--- src/rtl/stacktr_ctrl_pkg.sv ---
// Shared sizes, FSM state and register bundle for the stack trace controller.
// Sizes mirror the River core configuration (stack trace address width, XLEN).
package stacktr_ctrl_pkg;

   localparam int CFG_LOG2_STACK_TRACE_ADDR = 5;
   localparam int RISCV_ARCH = 64;

   localparam int abits = CFG_LOG2_STACK_TRACE_ADDR;
   localparam int dbits = 2 * RISCV_ARCH;
   localparam int SIZE  = 1 << abits;

   typedef enum logic {
      IDLE = 1'b0,
      RESP = 1'b1
   } state_t;

   typedef struct packed {
      logic [abits-1:0] wptr;
      logic [abits:0]   depth;
      logic             overflow;
      state_t           state;
      logic             err_q;
   } stacktr_ctrl_registers;

   localparam stacktr_ctrl_registers stacktr_ctrl_r_reset = '{
      wptr:     '0,
      depth:    '0,
      overflow: 1'b0,
      state:    IDLE,
      err_q:    1'b0
   };

endpackage

--- src/rtl/stacktr_ctrl_if.sv ---
// Debug-port query channel into the stack trace controller.
// master = DPort CSR side, slave = stacktr_ctrl.
interface stacktr_ctrl_if;
   import stacktr_ctrl_pkg::*;

   logic             req_valid;
   logic [abits-1:0] idx;
   logic             req_ready;
   logic             resp_valid;
   logic [dbits-1:0] resp_data;
   logic             resp_err;

   modport master (
      output req_valid, idx,
      input  req_ready, resp_valid, resp_data, resp_err
   );

   modport slave (
      input  req_valid, idx,
      output req_ready, resp_valid, resp_data, resp_err
   );

endinterface

--- src/rtl/stacktr_ctrl.sv ---
// Call-stack tracker: turns committed call/ret into ring-buffer writes of {npc,pc}
// and serves top-of-stack-relative debug reads from the external buffer RAM.
module stacktr_ctrl
   import stacktr_ctrl_pkg::*;
(
   input  logic                  i_clk,
   input  logic                  i_nrst,
   input  logic                  i_e_valid,
   input  logic                  i_e_call,
   input  logic                  i_e_ret,
   input  logic [RISCV_ARCH-1:0] i_e_pc,
   input  logic [RISCV_ARCH-1:0] i_e_npc,
   input  logic                  i_clear,
   stacktr_ctrl_if.slave         dport,
   output logic [abits:0]        o_depth,
   output logic                  o_overflow,
   output logic                  o_we,
   output logic [abits-1:0]      o_waddr,
   output logic [dbits-1:0]      o_wdata,
   output logic [abits-1:0]      o_raddr,
   input  logic [dbits-1:0]      i_rdata
);

   localparam logic [abits:0] FULL_DEPTH = (abits+1)'(SIZE);

   stacktr_ctrl_registers r, v;

   logic push;
   logic pop;
   logic tail;

   function automatic logic [abits:0] depth_sat_inc(input logic [abits:0] d);
      return (d == FULL_DEPTH) ? d : d + 1'b1;
   endfunction

   always_comb begin
      v       = r;
      o_we    = 1'b0;
      o_waddr = r.wptr;
      o_wdata = {i_e_npc, i_e_pc};
      o_raddr = r.wptr - 1'b1;

      dport.req_ready  = 1'b0;
      dport.resp_valid = 1'b0;
      dport.resp_data  = '0;
      dport.resp_err   = 1'b0;

      // A tail call on an empty stack has nothing to replace, so it pushes.
      push = i_e_valid & i_e_call & (~i_e_ret | (r.depth == '0));
      tail = i_e_valid & i_e_call & i_e_ret & (r.depth != '0);
      pop  = i_e_valid & i_e_ret & ~i_e_call;

      if (i_clear) begin
         v.wptr     = '0;
         v.depth    = '0;
         v.overflow = 1'b0;
      end else if (push) begin
         o_we   = 1'b1;
         v.wptr = r.wptr + 1'b1;
         v.depth = depth_sat_inc(r.depth);
         if (r.depth == FULL_DEPTH) begin
            v.overflow = 1'b1;
         end
      end else if (tail) begin
         o_we    = 1'b1;
         o_waddr = r.wptr - 1'b1;
      end else if (pop && (r.depth != '0)) begin
         v.wptr  = r.wptr - 1'b1;
         v.depth = r.depth - 1'b1;
      end

      // Reads see the stack as it was before this cycle's push/pop/clear.
      case (r.state)
         IDLE: begin
            dport.req_ready = 1'b1;
            if (dport.req_valid) begin
               o_raddr = r.wptr - 1'b1 - dport.idx;
               v.err_q = ({1'b0, dport.idx} >= r.depth);
               v.state = RESP;
            end
         end
         RESP: begin
            dport.resp_valid = 1'b1;
            dport.resp_err   = r.err_q;
            dport.resp_data  = r.err_q ? '0 : i_rdata;
            v.state          = IDLE;
         end
         default: v.state = IDLE;
      endcase
   end

   always_ff @(posedge i_clk or negedge i_nrst) begin
      if (!i_nrst) begin
         r <= stacktr_ctrl_r_reset;
      end else begin
         r <= v;
      end
   end

   assign o_depth    = r.depth;
   assign o_overflow = r.overflow;

endmodule

--- src/flat_wrapper.sv ---
// flat-port wrapper written by rule: the top's interface ports become plain ports
module stacktr_ctrl_flat import stacktr_ctrl_pkg::*;
  (i_clk, i_nrst, i_e_valid, i_e_call, i_e_ret, i_e_pc, i_e_npc, i_clear, o_depth, o_overflow, o_we, o_waddr, o_wdata, o_raddr, i_rdata, dport_req_valid, dport_idx, dport_req_ready, dport_resp_valid, dport_resp_data, dport_resp_err);
  stacktr_ctrl_if dport_i ();
  input  logic i_clk;
  input  logic i_nrst;
  input  logic i_e_valid;
  input  logic i_e_call;
  input  logic i_e_ret;
  input  logic [RISCV_ARCH-1:0] i_e_pc;
  input  logic [RISCV_ARCH-1:0] i_e_npc;
  input  logic i_clear;
  output logic [abits:0] o_depth;
  output logic o_overflow;
  output logic o_we;
  output logic [abits-1:0] o_waddr;
  output logic [dbits-1:0] o_wdata;
  output logic [abits-1:0] o_raddr;
  input  logic [dbits-1:0] i_rdata;
  input wire logic [$bits(dport_i.req_valid)-1:0] dport_req_valid;
  input wire logic [$bits(dport_i.idx)-1:0] dport_idx;
  output wire logic [$bits(dport_i.req_ready)-1:0] dport_req_ready;
  output wire logic [$bits(dport_i.resp_valid)-1:0] dport_resp_valid;
  output wire logic [$bits(dport_i.resp_data)-1:0] dport_resp_data;
  output wire logic [$bits(dport_i.resp_err)-1:0] dport_resp_err;
  assign dport_i.req_valid = dport_req_valid;
  assign dport_i.idx = dport_idx;
  assign dport_req_ready = dport_i.req_ready;
  assign dport_resp_valid = dport_i.resp_valid;
  assign dport_resp_data = dport_i.resp_data;
  assign dport_resp_err = dport_i.resp_err;
  stacktr_ctrl u_core (.i_clk(i_clk), .i_nrst(i_nrst), .i_e_valid(i_e_valid), .i_e_call(i_e_call), .i_e_ret(i_e_ret), .i_e_pc(i_e_pc), .i_e_npc(i_e_npc), .i_clear(i_clear), .dport(dport_i), .o_depth(o_depth), .o_overflow(o_overflow), .o_we(o_we), .o_waddr(o_waddr), .o_wdata(o_wdata), .o_raddr(o_raddr), .i_rdata(i_rdata));
endmodule
--- config.mk ---
export PLATFORM = sky130hd
export DESIGN_NAME = stacktr_ctrl_flat
export DESIGN_NICKNAME = d
export VERILOG_FILES = /design/src/rtl/stacktr_ctrl_pkg.sv /design/src/rtl/stacktr_ctrl_if.sv /design/src/rtl/stacktr_ctrl.sv /design/src/flat_wrapper.sv
export SDC_FILE = /design/constraint.sdc
export NUM_CORES = 1
export LEC_CHECK = 0
export BUFFER_PORTS_ARGS = -buffer_cell sky130_fd_sc_hd__buf_2
export CAP_MARGIN = 20
export CORE_AREA = 3 3 209 211
export DETAILED_ROUTE_END_ITERATION = 7
export DIE_AREA = 0 0 212 214
export PLACE_DENSITY = 0.35
export SLEW_MARGIN = 25
export SYNTH_ARGS = -nofsm -noshare
export SYNTH_HDL_FRONTEND = slang
export SYNTH_SLANG_ARGS = --single-unit
--- constraint.sdc ---
create_clock -name i_clk -period 3.5 [get_ports i_clk]
set_clock_uncertainty 0.1 [all_clocks]
set_input_delay 0.175 -clock i_clk [delete_from_list [all_inputs] [get_ports i_clk]]
set_output_delay 0.175 -clock i_clk [all_outputs]
set_load 0.05 [all_outputs]
==> results of run 1 <==
## sequential cells by signal, indices dropped and copies added (netlist names)
signal             flops
u_core.o_overflow      1
u_core.r               7
u_core.o_depth         6
## cell usage in the layout, fill, tap and decap left out, drive strengths merged, types with 3 or more instances in the layout
cell	netlist	routed
a21o	4	4
a21oi	18	18
and2	133	133
buf	135	289
clkbuf	15	3
dfrtp	14	14
diode	0	5
ha	16	16
inv	16	16
mux2i	4	4
nand2	14	14
nand3	3	3
nor2	14	14
nor2b	3	3
nor3	3	3
o21ai	6	6
or3	3	3
xnor2	11	11
xor2	4	4
## metrics by stage
stage | hold slack (ps) | cells | power, W
6_report | 150 | 1130 | 0.00330
5_1_grt | 166 | 1127 | 0.00356
3_5_place_dp | 23.0 | 1121 | 0.00313
2_1_floorplan | -221 | 444 | 0.00284
4_1_cts | 153 | 1125 | 0.00337
3_3_place_gp | 31.3 | 1121 | 0.00313
## power groups by stage
stage	combinational (W)	sequential [W]	clock [W]
after floorplan	0.00254	0.000301	0
after global placement	0.00279	0.000337	0
after detailed placement	0.00278	0.000344	0
after CTS	0.00280	0.000341	0.000231
after global routing	0.00297	0.000359	0.000240
final	0.00273	0.000337	0.000225
## area by class of cell
class | count | area [um^2] | share of cell area [%]
Multi-Input combinational cell | 261 | 1800 | 40.4
Timing Repair Buffer | 290 | 1470 | 33.0
Tap cell | 539 | 674 | 15.1
Antenna cell | 5 | 12.5 | 0.281
Clock buffer | 3 | 75.1 | 1.68
Inverter | 18 | 72.6 | 1.63
Sequential cell | 14 | 350 | 7.86
## worst register-to-register path, cell delays in order, from the launching register on
cell	delay [ps]
dfrtp_1	480
nor4_4	440
a21oi_4	180
ha_1	360
a21oi_1	180
a21oi_1	110
or2_2	320
a221oi_1	250
o311ai_0	160
## kinds of logic (layout without fill, tap and decap cells)
| family | after synthesis | after routing | share of synthesized area, % |
|---|---|---|---|
| AOI/OAI and AO/OA | 37 | 37 | 7.44 |
| other | 0 | 5 | 0 |
| xor gates and xnor gates | 15 | 15 | 3.98 |
| DFF | 14 | 14 | 10.6 |
| buffers and inverters | 169 | 311 | 35.0 |
| muxes | 4 | 4 | 1.21 |
| and+or+nand+nor | 187 | 187 | 34.4 |
| adders and majority gates | 18 | 18 | 7.28 |
## layer usage
layer | GRT usage, % | vias up | share of wire, %
met3 | 4.85 | 18 | 15
met1 | 8.35 | 1487 | 37
li1 | - | 1555 | -
met4 | 1.70 | 0 | 0.74
met2 | 12.9 | 330 | 47
met5 | 0 | - | 0
## path summary, 6_finish.rpt
kind	start	slack, ps	to	depth (start not counted)
max	u_core.r[9]$_DFFE_PN0P_	330	o_raddr[4]	10
min	i_e_ret	150	u_core.o_overflow$_DFFE_PN0P_	3
max reg2reg	u_core.o_depth[0]$_DFFE_PN0P_	760	u_core.o_depth[5]$_DFFE_PN0P_	8
min reg2reg	u_core.o_overflow$_DFFE_PN0P_	420	u_core.o_overflow$_DFFE_PN0P_	2
max in group asynchronous	i_nrst	2740	u_core.r[0]$_DFFE_PN0P_	2
min in group asynchronous	i_nrst	280	u_core.r[13]$_DFFE_PN0P_	2
==> metrics.txt, run 1 <==
leakage=2.38 nW; Switch Pwr=approximately 0.0021 W; final setup margin=approximately 330 ps; Die Y=between 200 and 250 um; CP bufs+invs=2; CP max-delay cell=dfrtp_1; Clock transition at path regs=50 ps; worst-path cell chain=inv_1 -> ha_1 -> xor2_1 -> ha_1 -> nor2b_1 -> o21a_1 -> or3_1 -> a21oi_1 -> xnor2_1 -> buf_2; gpl congestion=around 0.75; area grow syn2layout=35.1%; All-Layer GR Usage=under 10%; Seq cells post-synth=14; per-cell routed wire length=approximately 17 um; cell with the most instances after synthesis=buf_4; Post-synth ARST share=100%; DR iter-0 viols=109; vias in the first global route=3178; DR DRC count=0; RSZ-0062 raised after global routing=no; # rows=between 70 and 80; top area cells in the synthesized netlist=buf_4 (31%), and2_1 (25%), dfrtp_1 (11%); top_reg_cell synth=dfrtp_1; CTS Root Cell=clkbuf_16; syn_nets=730; CP arrival=around 2900 ps; Die Area=between 0.04 and 0.05 mm^2; Pins Over Slew Limit=0; Synth area leader=buf_4; Hold Path Class=input port to flip-flop; startpoint types=flip-flop; Post-DP Area=approximately 0.0044 mm^2; Seq pwr share=between 10% and 20%; initial antenna violation count=13; Util after Layout=about a tenth; cts bufs inserted=3; Max stage delay on crit path=430 ps; Setup TNS Final=0 ps; layout cell share with drive strength beyond 1=a little over half; H-Tree Level Count=1; Seq/Total Area, Yosys=about a tenth; Clock power frac=under 10%; CTS Buffer Depth=2; Max Fanout on Critical Path=5; Post-CTS Setup Inserts=0; Yosys cell types=45; Syn Inst Count=~440; via count=roughly 3400; max_slew headroom=a little over two thirds; Tightest Pin Transition=~460 ps; grt ovf=0; FILL cells=~4900; post-layout min period=about 3200 ps; Commonest cells post-synth=buf_4 (134), and2_1 (130), a21oi_1 (17); clk sinks=14; combinational group share of total power=82.9%; final setup vio count=0; Avg Inst Size Synth=around 7.4 um^2; yosys warns=0; cts hold-fix bufs=1; Final Hold Vio Count=0; drt pass-1 iters=4; via/cell ratio=approximately 3.0; Worst setup EP type=primary output; Final Net Count=874; post-CTS resize count=0; CP Class=flip-flop to primary output; design area=around 0.0045 mm^2; most used cell along the critical path=ha_1; CTS tree=built; Power Dens Cells=740 mW/mm^2; period utilization=roughly nine tenths; port bufs=~290; Post-DRT Antenna Nets=0; Max Clock Freq=approximately 320 MHz; effective utilization at floorplan=7.86%; status=finished, final reports clean; number of flops mapped to enable cells by yosys=0; core footprint=approximately 0.042 mm^2; Yosys top cell area share=between 30% and 40%; switch share=a little under two thirds; worst vdd ir=approximately 0.75 mV; worst skew pair latency=~250 ps; design internal power=about 0.0012 W; first-pass GRT wire length=24.8 mm; num ports=545; max cap viols=0; Synth Cell Area=around 0.0033 mm^2; die width=~210 um; HPWL Detailed=around 18 mm; Top Family by Delay on Critical Path=adder cells; largest net degree at the start of global routing=roughly 130; Total Routed Length=around 20 mm; dpl ws=between 600 and 700 ps; CP required=3220 ps
No activity file was read; power rests on OpenSTA's default activity.
==> run 2, diff against run 1 <==
- GPL_TIMING_DRIVEN: default -> 0
==> metrics.txt, run 2 (synthesis gave the netlist of run 1 again) <==
most common cell after layout, fill and taps aside=buf_2; max cap viols=0 (unchanged); commonest cells after routing, fill and taps aside=buf_2 (416), buf_4 (134), and2_1 (130), a21oi_1 (17); hold_ws=76.1 ps (-74.0 ps); multi-input combinational cell area=0.00179 mm^2 (-0.42%); CTS tree=built; startpoint types=flip-flop; worst hold start=i_clear; H-Tree Level Count=1 (unchanged); effective utilization at floorplan=7.86% (unchanged); Worst setup EP type=primary output; max_slew headroom=63.5% (-6.0 points); max reg flops=7 (unchanged); Final Hold Vio Count=0 (unchanged); grt met3 use=1.36% (-3.5 points); leakage=3.56 nW (+49%); core footprint=0.0419 mm^2 (unchanged); final setup vio count=0 (unchanged); CTS Root Cell=clkbuf_16; Power Dens Cells=626 mW/mm^2 (-15%); total chip power=0.00386 W (+17%); dpl ws=542 ps (-71.8 ps); hold path cells=2 (-1); FF-to-FF setup slack=680 ps (-80 ps); HPWL Detailed=21.0 mm (+19%); RSZ-0062 raised after global routing=no; port bufs=416 (+44%); Largest Register=u_core.r; per-cell routed wire length=16.0 um (-8.3%); Die Area=0.0454 mm^2 (unchanged); via/cell ratio=3.04 (+1.3%); Post-DRT Antenna Nets=0 (unchanged); CP required=3220 ps (about the same); initial antenna violation count=12 (-1); period utilization=91.4% (+1.0 points); DR iter-0 viols=155 (+42%); largest net degree at the start of global routing=15 (-88%); die width=212 um (unchanged); All-Layer GR Usage=8.84% (+1.1 points); final setup margin=300 ps (-35.4 ps); Max Fanout on Critical Path=5 (unchanged); Total Routed Length=22.5 mm (+14%); CP Class=flip-flop to primary output; Worst Hold End=u_core.o_depth[1]$_DFFE_PN0P_; num ports=545 (unchanged); Reg area=350 um^2 (unchanged); CP arrival=2930 ps (+40 ps); CTS Buffer Depth=2 (unchanged); grt ovf=0 (unchanged); FILL cells=4880 (-0.67%); Hold Path Class=input port to flip-flop; worst skew pair latency=250 ps (about the same); vias in the first global route=4182 (+32%); worst r2r src=u_core.o_depth[2]$_DFFE_PN0P_; Final Net Count=1152 (+32%); DR DRC count=0 (unchanged); Die Y=214 um (unchanged); layout cell share with drive strength beyond 1=65.5% (+14 points); post-CTS resize count=0 (unchanged); post-layout min period=3200 ps (+35.4 ps); worst vdd ir=0.688 mV (-8.0%); cts bufs inserted=3 (unchanged); drt pass-1 iters=4 (unchanged); critical path launch point=u_core.r[9]$_DFFE_PN0P_; met1 Use GR=10.9% (+2.6 points); Clock transition at path regs=50 ps (about the same); Top Usage Layer GRT=met2; Critical R2R Capture=u_core.o_depth[5]$_DFFE_PN0P_; Max Clock Freq=312 MHz (-1.1%); gpl congestion=0.836 (+11%); area grow syn2layout=86.9%; Setup TNS Final=0 ps (unchanged); first-pass GRT wire length=29.5 mm (+19%); via count=4279 (+26%); FF-to-FF path depth=8 (unchanged); Pins Over Slew Limit=0 (unchanged); Tightest Pin Transition=547 ps (+90.4 ps); # rows=75 (unchanged); status=finished, final reports clean; met2 usage=16.5% (+3.6 points); clk sinks=14 (unchanged)
==> run 2: how the worst max path moves through the flow <==
| stage | endpoint | slack, ps | depth (start not counted) |
|---|---|---|---|
| 2_1_floorplan | o_raddr[4] | 660 | 9 |
| 3_3_place_gp | o_raddr[4] | 540 | 10 |
| 3_5_place_dp | o_raddr[4] | 540 | 10 |
| 4_1_cts | o_raddr[4] | 260 | 10 |
| 5_1_grt | o_raddr[4] | 9 | 10 |
| 6_report | o_raddr[4] | 300 | 10 |
==> run 2: per-layer routing <==
| metal | vias up | part of all wire (%) |
|---|---|---|
| met4 | 0 | 0.66 |
| met1 | 1924 | 41 |
| met5 | - | 0 |
| li1 | 2112 | - |
| met3 | 14 | 7.0 |
| met2 | 229 | 51 |
==> run 2: layout make-up <==
cell class	instances	share of cell area (%)
Antenna cell	4	0.162
Buffer	151	17.6
Clock buffer	4	1.44
Inverter	18	1.18
Multi-Input combinational cell	261	29.1
Sequential cell	14	5.68
Tap cell	539	10.9
Timing Repair Buffer	417	33.9
==> run 2: power by group <==
part           switching, W  internal, W
clock             0.0000768     0.000174
sequential         0.000122     0.000221
combinational       0.00227      0.00100
total               0.00247      0.00139
==> run 2: metrics by stage <==
| stage | util [%] | std cells | instance area, um^2 |
|---|---|---|---|
| floorplan | - | 444 | 3300 |
| finish | 14.7 | 1408 | 6160 |
| global route | 14.7 | 1405 | 6160 |
| detailed placement | 14.4 | 1399 | 6050 |
| global placement | 14.4 | 1399 | 6050 |
| CTS | 14.7 | 1404 | 6150 |
==> run 2: worst max-delay path, stage by stage (launching register included) <==
cell and delay (ps):
dfrtp_1 440, inv_1 170, ha_1 250, xor2_1 230
ha_1 300, nor2b_1 140, o21a_1 170, or3_1 300
a21oi_1 230, xnor2_1 160, buf_2 290
==> run 2: repair_timing <==
action,4_1_cts,5_1_grt
hold buffers,1,0
setup buffers,0,0
endpoints found under the hold margin,14,0
